$ cat src/rtl/pipe_hazard_ctrl.sv
// rtl/pipe_hazard_ctrl.sv - load-use / MDU hazard stall, branch flush and stall counter
module pipe_hazard_ctrl #(
    parameter int MDU_LAT = 32,
    parameter int CNT_W   = 16
) (
    input  logic             clk,
    input  logic             reset,
    input  logic [4:0]       id_rs,
    input  logic [4:0]       id_rt,
    input  logic             id_uses_rs,
    input  logic             id_uses_rt,
    input  logic [4:0]       ex_rd,
    input  logic             ex_mem_read,
    input  logic             ex_branch_taken,
    input  logic             id_mdu_start,
    input  logic             id_mdu_read,
    input  logic             perf_clr,
    output logic             pc_en_n,
    output logic             iss_en_n,
    output logic             iss_flush,
    output logic             ex_bubble,
    output logic             mdu_go,
    output logic             mdu_busy,
    output logic [CNT_W-1:0] stall_cnt
);

    localparam logic [0:0] ST_IDLE = 1'b0;
    localparam logic [0:0] ST_BUSY = 1'b1;

    localparam logic [5:0]       LAT     = 6'(MDU_LAT);
    localparam logic [CNT_W-1:0] CNT_MAX = '1;

    logic [0:0] state;
    logic [5:0] mdu_cnt;
    logic       lu;
    logic       mh;
    logic       stall;

    assign lu = ex_mem_read && (ex_rd != 5'd0) &&
                ((id_uses_rs && (id_rs == ex_rd)) || (id_uses_rt && (id_rt == ex_rd)));
    assign mh = mdu_busy && (id_mdu_start || id_mdu_read);

    // A taken branch squashes the issue-stage instruction, so its hazard is moot.
    assign stall = (lu || mh) && !ex_branch_taken;

    assign pc_en_n   = stall;
    assign iss_en_n  = stall;
    assign iss_flush = ex_branch_taken;
    assign ex_bubble = stall || ex_branch_taken;
    assign mdu_go    = id_mdu_start && !stall && !ex_branch_taken;
    assign mdu_busy  = (state == ST_BUSY);

    always_ff @(posedge clk or negedge reset) begin
        if (!reset) begin
            state   <= ST_IDLE;
            mdu_cnt <= 6'd0;
        end else begin
            case (state)
                ST_IDLE: begin
                    if (mdu_go) begin
                        state   <= ST_BUSY;
                        mdu_cnt <= LAT;
                    end
                end
                ST_BUSY: begin
                    if (mdu_cnt == 6'd1) begin
                        state   <= ST_IDLE;
                        mdu_cnt <= 6'd0;
                    end else begin
                        mdu_cnt <= mdu_cnt - 6'd1;
                    end
                end
                default: begin
                    state   <= ST_IDLE;
                    mdu_cnt <= 6'd0;
                end
            endcase
        end
    end

    // Clear wins over a concurrent stall; the counter saturates rather than wraps.
    always_ff @(posedge clk or negedge reset) begin
        if (!reset) begin
            stall_cnt <= '0;
        end else if (perf_clr) begin
            stall_cnt <= '0;
        end else if (stall && (stall_cnt != CNT_MAX)) begin
            stall_cnt <= stall_cnt + 1'b1;
        end
    end

endmodule

$ cat config.mk
export PLATFORM = sky130hd
export DESIGN_NAME = pipe_hazard_ctrl
export DESIGN_NICKNAME = d
export VERILOG_FILES = /design/src/rtl/pipe_hazard_ctrl.sv
export SDC_FILE = /design/constraint.sdc
export NUM_CORES = 1
export LEC_CHECK = 0
export CORE_UTILIZATION = 42
export DETAILED_ROUTE_END_ITERATION = 10
export PLACE_DENSITY = 0.75
export SYNTH_ARGS = -nofsm -noshare
export SYNTH_HDL_FRONTEND = slang
export SYNTH_SLANG_ARGS = --single-unit
$ cat constraint.sdc
create_clock -name clk -period 2.1 [get_ports clk]
set_input_delay 0.42 -clock clk [delete_from_list [all_inputs] [get_ports clk]]
set_output_delay 0.42 -clock clk [all_outputs]
set_load 0.02 [all_outputs]
==> results of run 1 <==
[layout by cell type, fill, tap and decap left out, types with 3 or more instances in the layout]
master,netlist,layout
buf_4,3,28
clkdlybuf4s50_1,0,26
dfrtp_1,23,21
nor2_1,16,14
xnor2_1,11,11
dlygate4sd2_1,0,11
nand3_1,10,10
a21oi_1,13,10
nand2_1,8,7
nor3_1,7,7
buf_6,2,7
nand4_1,6,6
nor2b_1,6,6
o21ai_0,5,5
inv_1,4,4
a31o_2,4,4
o31ai_1,4,4
or4_1,5,4
a21oi_2,0,3
nand2b_1,3,3
mux2_2,3,3
clkbuf_4,0,3
[worst max-delay path, stage by stage]
cell	delay (ns)
buf_6	0.09
or4_4	0.53
o21a_1	0.22
buf_4	0.15
a21boi_4	0.18
nor2_4	0.05
buf_6	0.13
[state kept, by name (all words and copies together), names as in the netlist]
register   count
mdu_busy       1
mdu_cnt        6
stall_cnt     16
[per-layer routing]
layer,track usage (%),up-vias
met3,2.74,8
met5,0,-
met2,38.9,44
li1,-,761
met4,6.98,0
met1,28.7,749
[timing repair]
action	4_1_cts	5_1_grt
setup buffers	2	4
pin swaps	15	9
gates resized for setup	56	8
endpoints found under the setup margin	24	9
[power by group through the flow]
stage               combinational, mW  clock, mW  sequential [mW]
floorplan                      0.0674          0            0.461
global placement                0.172          0            0.456
detailed placement              0.176          0            0.456
CTS                             0.177      0.215            0.447
global route                    0.200      0.233            0.448
finish                          0.184      0.213            0.448
[path summary, 6_finish.rpt]
path | start | end | cells past startpoint
min in group clk | mdu_cnt[5]$_DFFE_PN0P_ | mdu_cnt[5]$_DFFE_PN0P_ | 2
max reg2reg | stall_cnt[3]$_DFFE_PN0P_ | stall_cnt[4]$_DFFE_PN0P_ | 6
max in group asynchronous | reset | stall_cnt[2]$_DFFE_PN0P_ | 2
min reg2reg | mdu_cnt[5]$_DFFE_PN0P_ | mdu_cnt[5]$_DFFE_PN0P_ | 2
max | ex_rd[2] | iss_en_n | 7
min | reset | stall_cnt[10]$_DFFE_PN0P_ | 2
[area by class of cell]
class / count / area (um^2) / share of cell area, %
repair buffers: 74 / 662 / 28.8
multi-input cells: 135 / 960 / 41.8
inverters: 4 / 15.0 / 0.653
well taps: 46 / 57.6 / 2.50
flip-flops and latches: 23 / 578 / 25.1
clock buffers: 4 / 26.3 / 1.14
[logic make-up after synthesis]
group / after synthesis / share of synthesized area (%)
AND/OR/NAND/NOR: 77 / 28.7
AO/OA/AOI/OAI: 38 / 16.4
flip-flops: 23 / 37.5
XOR/XNOR: 12 / 6.84
buffers and inverters: 11 / 4.40
multiplexers: 5 / 3.66
adder cells (fa/ha/maj): 3 / 2.44
[per-stage QoR]
stage	hold slack, ns	total power, mW
2_1_floorplan	0.124	0.528
3_3_place_gp	0.498	0.627
3_5_place_dp	0.521	0.631
4_1_cts	0.446	0.839
5_1_grt	0.480	0.880
6_report	0.440	0.844
==> run_results.csv, run 1 <==
group,metric,value,unit
synth,syn_nets,196,
cells_and_area,n_antenna_cell,0,
synth,ys_ff_latch,23,
global_route,grt_usage,22.4,%
clock_network,tritoncts,"done",
drt,drcViolationCount,0,
synth,synth_commonest_cells,"dfrtp_1 (23), nor2_1 (16), a21oi_1 (13)",
timing,period_minus_slack,2.19,ns
floorplan,die_x,62.5,um
timing,skew,0.00213,ns
drt,vias,1562,
clock_network,clk_path_buf_depth,2,
power,ir_worst_vdd,255,uV
synth,synthCells,169,
synth,syn_avg_cell_area,9.09,um^2
timing,worst_slew_pin_slew,0.376,ns
floorplan,die-area,3900,um^2
drt,wl_met3,166,um
clock_network,postCtsHoldBufs,0,
worst_setup_path,critical_path_class,"in2out",
floorplan,top_level_ports,46,
placement,dp_hpwl,3060,um
synth,synth_edf_count,0,
floorplan,core_area,3420,um^2
cells_and_area,fillCellCount,286,
power,power.leakage,0.956,nW
clock_network,htree_levels,1,
synth,ys.flop_type,"dfrtp_1",
timing,finalSetupTns,-0.267,ns
worst_setup_path,endpoint_kind,"output pin",
synth,seq_area_frac_synth,37.5,%
timing,slew_headroom,74.7,%
synth,async_flop_share,100,%
synth,synth.most_common_cell,"dfrtp_1",
placement,io_buffers,45,
synth,synth_top_area_share,37.5,%
timing,fmax,457,MHz
cells_and_area,drive_gt1_share,27.5,%
power,netSwitchingPower,227,uW
power,power_frac_comb,21.8,%
clock_network,clk_latency,0.31,ns
timing,rsz0062_at_grt,"yes",
cells_and_area,area_growth,49.6,%
drt,dr.pass1.iters,4,
timing,finalHoldViolations,0,
global_route,antenna_found_initial,0,
synth,yosys_warnings,0,
global_route,grt_max_degree,26,
drt,routedWlPerCell,14.9,um
global_route,grt_first_pass_wirelength,7060,um
timing,report.final.slew_viol_count,0,
power,intPower,617,uW
drt,drtAntennaViolNets,0,
drt,top_layer,"met4",
synth,synth_area_leaders,"dfrtp_1 (37%), xnor2_1 (6.3%), a21oi_1 (4.2%), nor2_1 (3.9%), nand3_1 (3.3%)",
cells_and_area,fin_util,67.3,%
floorplan,start_util,45.0,%
power,swShare,26.9,%
synth,synth_top_area_cell,"dfrtp_1",
drt,drt_iter0_drc,29,
run_status,outcome,"finished with violations",
drt,wl,4250,um
clock_network,cts.sinks,23,
synth,netlist_area,1540,um^2
drt,post_drt_via_cell_ratio,5.46,
timing,layout_setup_ws,-0.0888,ns
worst_hold_path,hold_path.class,"in2async",
placement,dp_cells,276,
timing,setup_viol,4,
power,powerDensity,367,nW/um^2
worst_setup_path,crit_fanout,2,
placement,dp_slack,-0.985,ns
worst_setup_path,startpoint_type,"primary input",
run_status,violations,"negative setup slack",
placement,placed_cell_area,2180,um^2
global_route,grt_pass1_vias,1594,
floorplan,row_count,21,
worst_setup_path,reg2reg_slack,0.08,ns
placement,gp_congestion,0.904,
synth,synth_cell_types,43,
cells_and_area,instances_no_fill,286,
clock_network,cts_made_buffers,3,
cells_and_area,postLayoutCellArea,2300,um^2
run,maxCapViolations,0,
clock_network,clkTransAtPathRegs,0.13,ns
floorplan,dieHeight,62.5,um
global_route,gr-total-overflow,0,
power,clkPwrFrac,25.2,%
drt,wl_met1,1910,um
power,seq_power_share,53.0,%
clock_network,root_buffer,"clkbuf_4",
timing,finalCritPeriodShare,104,%
worst_setup_path,worstPathRequired,1.68,ns
worst_setup_path,worstPathArrival,1.77,ns
cells_and_area,nets,268,
drt,dr_wl_met2,2090,um
Power figures use the tool's default switching activity.
==> inputs of run 2 (changes only) <==
- CTS_CLUSTER_DIAMETER: not set -> 120
- RECOVER_POWER: not set -> 50
==> run 2 against run 1 <==
  * The flow still finishes with violations (negative setup slack)
  * Cell count is the same
  * Setup slack is the same
  * Die area is the same
  * First-iteration DRC count is the same
  * Sequential cell count is the same
  * Register-to-register slack is essentially flat
  * Design area shrank 0.16%
  * Clock power is essentially flat
  * Routed wire length is essentially flat
  * Critical path depth is the same
  * Highest routed layer unchanged
==> run_results.csv, run 2 (synthesized netlist as in run 1, its figures left out) <==
group,metric,value,unit
run_status,outcome,"finished with violations",
run_status,violations,"negative setup slack",
cells_and_area,area_growth,49.3,%
worst_setup_path,worstPathArrival,1.77,ns
clock_network,cts_made_buffers,3,
worst_setup_path,critical_path_class,"in2out",
floorplan,start_util,45.0,%
worst_setup_path,r2r_start,"stall_cnt[3]$_DFFE_PN0P_",
drt,post_drt_via_cell_ratio,5.46,
worst_setup_path,worstPathRequired,1.68,ns
floorplan,row_count,21,
timing,slew_headroom,14.0,%
global_route,grt_pass1_vias,1594,
placement,dp_hpwl,3060,um
global_route,antenna_found_initial,0,
cells_and_area,postLayoutCellArea,2290,um^2
drt,routedWlPerCell,14.9,um
worst_setup_path,reg2regPathDepth,6,
cells_and_area,fin_util,67.2,%
cells_and_area,multiInputGateArea,960,um^2
timing,finalCritPeriodShare,104,%
power,ir_worst_vdd,255,uV
cells_and_area,n_antenna_cell,0,
timing,worst_slew_pin_slew,1.29,ns
timing,setup_viol,4,
clock_network,htree_levels,1,
placement,gp_congestion,0.904,
placement,placed_cell_area,2180,um^2
timing,rsz0062_at_grt,"yes",
timing,fmax,457,MHz
timing,period_minus_slack,2.19,ns
drt,dr.pass1.iters,4,
timing,skew,0.00222,ns
floorplan,die-area,3900,um^2
timing,finalHoldViolations,0,
cells_and_area,drive_gt1_share,27.1,%
global_route,grt_max_degree,26,
cells_and_area,final_common_cell,"buf_4",
worst_setup_path,startpoint,"ex_rd[2]",
worst_setup_path,endpoint,"iss_en_n",
floorplan,top_level_ports,46,
clock_network,cts.sinks,23,
worst_hold_path,hold_path.class,"reg2reg",
worst_setup_path,reg2reg_slack,0.08,ns
power,finalPower,843,uW
floorplan,dieHeight,62.5,um
cells_and_area,nets,268,
drt,drt_iter0_drc,29,
drt,drtAntennaViolNets,0,
floorplan,die_x,62.5,um
global_route,grt_usage,22.4,%
cells_and_area,layout_common_cells,"buf_4 (27), clkdlybuf4s50_1 (25), dfrtp_1 (21)",
floorplan,core_area,3420,um^2
placement,io_buffers,45,
worst_setup_path,endpoint_kind,"output pin",
timing,layout_setup_ws,-0.0888,ns
clock_network,postCtsHoldBufs,0,
worst_setup_path,r2r-end,"stall_cnt[4]$_DFFE_PN0P_",
drt,wl,4250,um
cells_and_area,largest_register_ffs,16,
clock_network,clk_path_buf_depth,2,
drt,vias,1562,
global_route,gr-total-overflow,0,
clock_network,clk_latency,0.31,ns
clock_network,root_buffer,"clkbuf_4",
clock_network,tritoncts,"done",
power,powerDensity,367,nW/um^2
cells_and_area,top_register,"stall_cnt",
timing,report.final.slew_viol_count,0,
cells_and_area,seqCellArea,578,um^2
clock_network,clkTransAtPathRegs,0.13,ns
drt,drcViolationCount,0,
cells_and_area,fillCellCount,288,
worst_setup_path,crit_fanout,2,
global_route,grt_first_pass_wirelength,7060,um
worst_setup_path,startpoint_type,"primary input",
power,power.leakage,0.953,nW
run,maxCapViolations,0,
==> run 2: cell types whose count changed in the layout (fill, tap and decap cells not counted), sizes merged <==
cell           change
dlygate4sd3        +1
clkdlybuf4s50      -1
buf                -1
clkbuf             +1
==> run 2: timing repair <==
| action | CTS | global route |
|---|---|---|
| setup buffers | 2 | 4 |
| setup endpoints to repair | 24 | 9 |
| gates resized for setup | 56 | 8 |
| pin swaps | 15 | 9 |
==> run 2: worst min path at each step <==
stage / start / end / cells after the start / slack [ns]
6_report: mdu_cnt[5]$_DFFE_PN0P_ / mdu_cnt[5]$_DFFE_PN0P_ / 2 / 0.56
4_1_cts: reset / stall_cnt[10]$_DFFE_PN0P_ / 2 / 0.45
2_1_floorplan: reset / mdu_busy$_DFF_PN0_ / 0 / 0.12
5_1_grt: mdu_cnt[1]$_DFFE_PN0P_ / mdu_cnt[1]$_DFFE_PN0P_ / 1 / 0.59
3_3_place_gp: mdu_cnt[5]$_DFFE_PN0P_ / mdu_cnt[5]$_DFFE_PN0P_ / 2 / 0.50
3_5_place_dp: mdu_cnt[1]$_DFFE_PN0P_ / mdu_cnt[1]$_DFFE_PN0P_ / 1 / 0.52
==> run 2: metal layers <==
metal | part of all wire (%) | GRT usage, %
met1 | 45 | 28.7
met4 | 2.0 | 6.98
met2 | 49 | 38.9
met5 | 0 | 0
met3 | 3.9 | 2.74
==> run 2: critical path: stages <==
cell and delay [ns]:
buf_6 0.09, or4_4 0.53, o21a_1 0.22, buf_4 0.15, a21boi_4 0.18, nor2_4 0.05, buf_6 0.13
==> run 2: final cells by class <==
class / instances / share of cell area, %
Multi-Input combinational cell: 135 / 41.8
Timing Repair Buffer: 74 / 28.7
Sequential cell: 23 / 25.2
Tap cell: 46 / 2.51
Clock buffer: 4 / 1.15
Inverter: 4 / 0.654
==> run 2: metrics by stage <==
stage	instances	hold slack (ns)	setup TNS (ns)	worst slack [ns]
5_1_grt	286	0.595	-0.445	-0.133
3_5_place_dp	276	0.521	-13.70	-0.985
6_report	286	0.557	-0.267	-0.0888
2_1_floorplan	169	0.124	-0.0399	-0.0399
3_3_place_gp	276	0.498	-12.08	-0.941
4_1_cts	282	0.446	-0.239	-0.114
==> run 2: power breakdown <==
part	internal (mW)	switching, mW
Combinational	0.0954	0.0870
Sequential	0.446	0.00179
Clock	0.0743	0.138
Total	0.615	0.227
==> inputs of run 3 (changes only) <==
- GPL_TIMING_DRIVEN: not set -> 0
==> run 3 against run 2 <==
  * Register-to-register slack worse by 0.05 ns
  * The run still ends with negative setup slack left
  * Clock skew hardly changed
  * Non-clock buffer count is 4 lower
  * Highest routed layer unchanged
  * Critical path depth stayed put
==> run_results.csv, run 3 (synthesized netlist as in run 1, its figures left out) <==
group,metric,value,unit
run_status,outcome,"finished with violations",
run_status,violations,"negative setup slack",
drt,vias,1614,
drt,drtAntennaViolNets,0,
drt,dr.pass1.iters,4,
worst_setup_path,startpoint_type,"primary input",
drt,post_drt_via_cell_ratio,5.72,
run,maxCapViolations,0,
floorplan,die_x,62.5,um
power,intPower,617,uW
timing,rsz0062_at_grt,"yes",
cells_and_area,fillCellCount,291,
timing,worst_slew_pin_slew,1.08,ns
timing,report.final.slew_viol_count,0,
drt,drt_iter0_drc,61,
timing,finalCritPeriodShare,106,%
timing,finalHoldViolations,0,
cells_and_area,seqCellArea,579,um^2
worst_setup_path,worstPathRequired,1.68,ns
power,power_frac_comb,22.2,%
placement,io_buffers,45,
clock_network,postCtsHoldBufs,0,
drt,drcViolationCount,0,
cells_and_area,largest_register_ffs,16,
clock_network,clk_latency,0.31,ns
global_route,grt_max_degree,24,
clock_network,tritoncts,"done",
floorplan,top_level_ports,46,
cells_and_area,fin_util,67.9,%
cells_and_area,n_antenna_cell,0,
cells_and_area,nets,264,
floorplan,dieHeight,62.5,um
power,seq_power_share,53.0,%
power,ir_worst_vdd,257,uV
global_route,grt_first_pass_wirelength,6960,um
cells_and_area,final_common_cell,"clkdlybuf4s50_1",
cells_and_area,multiInputGateArea,1010,um^2
floorplan,row_count,21,
power,power.leakage,0.967,nW
timing,fmax,448,MHz
placement,dp_slack,-1.24,ns
global_route,grt_pass1_vias,1554,
clock_network,clkTransAtPathRegs,0.13,ns
cells_and_area,postLayoutCellArea,2320,um^2
placement,placed_cell_area,2070,um^2
timing,layout_setup_ws,-0.130,ns
clock_network,cts.sinks,23,
clock_network,root_buffer,"clkbuf_4",
placement,dp_hpwl,2920,um
power,powerDensity,364,nW/um^2
worst_setup_path,critical_path_class,"in2out",
power,finalPower,846,uW
global_route,gr-total-overflow,0,
placement,dp_cells,260,
cells_and_area,instances_no_fill,282,
clock_network,clk_path_buf_depth,2,
drt,wl,4590,um
timing,finalSetupTns,-0.293,ns
worst_setup_path,crit_fanout,3,
cells_and_area,area_growth,51.1,%
floorplan,start_util,45.0,%
clock_network,htree_levels,1,
drt,routedWlPerCell,16.3,um
power,swShare,27.1,%
timing,period_minus_slack,2.23,ns
global_route,antenna_found_initial,0,
power,clkPwrFrac,24.8,%
timing,setup_viol,4,
floorplan,die-area,3900,um^2
worst_setup_path,worstPathArrival,1.81,ns
cells_and_area,top_register,"stall_cnt",
floorplan,core_area,3420,um^2
timing,finalHoldWorstSlack,0.544,ns
placement,gp_congestion,0.856,
clock_network,cts_made_buffers,3,
cells_and_area,layout_common_cells,"clkdlybuf4s50_1 (25), dfrtp_1 (20), buf_4 (17)",
timing,slew_headroom,28.0,%
global_route,grt_usage,22.0,%
timing,skew,0.00174,ns
power,netSwitchingPower,229,uW
cells_and_area,drive_gt1_share,28.8,%
worst_setup_path,endpoint_kind,"output pin",
worst_hold_path,hold_path.class,"reg2reg",
==> run 3: power groups by stage <==
| stage | Sequential [mW] | Clock (mW) | Combinational (mW) |
|---|---|---|---|
| 5_1_grt | 0.449 | 0.227 | 0.202 |
| 4_1_cts | 0.447 | 0.212 | 0.175 |
| 2_1_floorplan | 0.461 | 0 | 0.0674 |
| 3_5_place_dp | 0.458 | 0 | 0.160 |
| 3_3_place_gp | 0.458 | 0 | 0.155 |
| 6_report | 0.449 | 0.210 | 0.188 |
==> run 3: timing repair <==
action / CTS / global route
gates resized for setup: 70 / 16
buffers inserted: 8 / 10
setup endpoints to repair: 23 / 8
pin swaps: 17 / 16
gates cloned: 0 / 1
==> run 3: final cells by class <==
type | instances | area share, %
Inverter | 4 | 0.647
Timing Repair Buffer | 64 | 25.2
Multi-Input combinational cell | 135 | 43.5
Sequential cell | 23 | 25.0
Buffer | 6 | 2.10
Tap cell | 46 | 2.48
Clock buffer | 4 | 1.13
==> run 3: routing by layer <==
metal	vias up	part of all wire [%]	GRT usage, %
li1	756	-	-
met1	793	42	27.6
met2	61	52	39.1
met3	4	5.1	2.55
met4	0	0.87	6.98
met5	-	0	0
==> run 3: final timing paths <==
check                                             to  cells past startpoint                      from  slack [ns]
max                                          pc_en_n                      7                  ex_rd[2]       -0.13
min                           mdu_cnt[1]$_DFFE_PN0P_                      1    mdu_cnt[1]$_DFFE_PN0P_        0.54
max reg2reg                 stall_cnt[8]$_DFFE_PN0P_                      7  stall_cnt[1]$_DFFE_PN0P_        0.03
min reg2reg                   mdu_cnt[1]$_DFFE_PN0P_                      1    mdu_cnt[1]$_DFFE_PN0P_        0.54
max in group asynchronous   stall_cnt[6]$_DFFE_PN0P_                      1                     reset        0.71
min in group asynchronous  stall_cnt[10]$_DFFE_PN0P_                      1                     reset        0.67
==> run 3: worst max-delay path: stages <==
cell and delay, ns:
buf_8 0.10, or4_4 0.54, o21a_4 0.26, a21boi_4 0.20
nor2_4 0.05, buf_6 0.13, buf_6 0.12
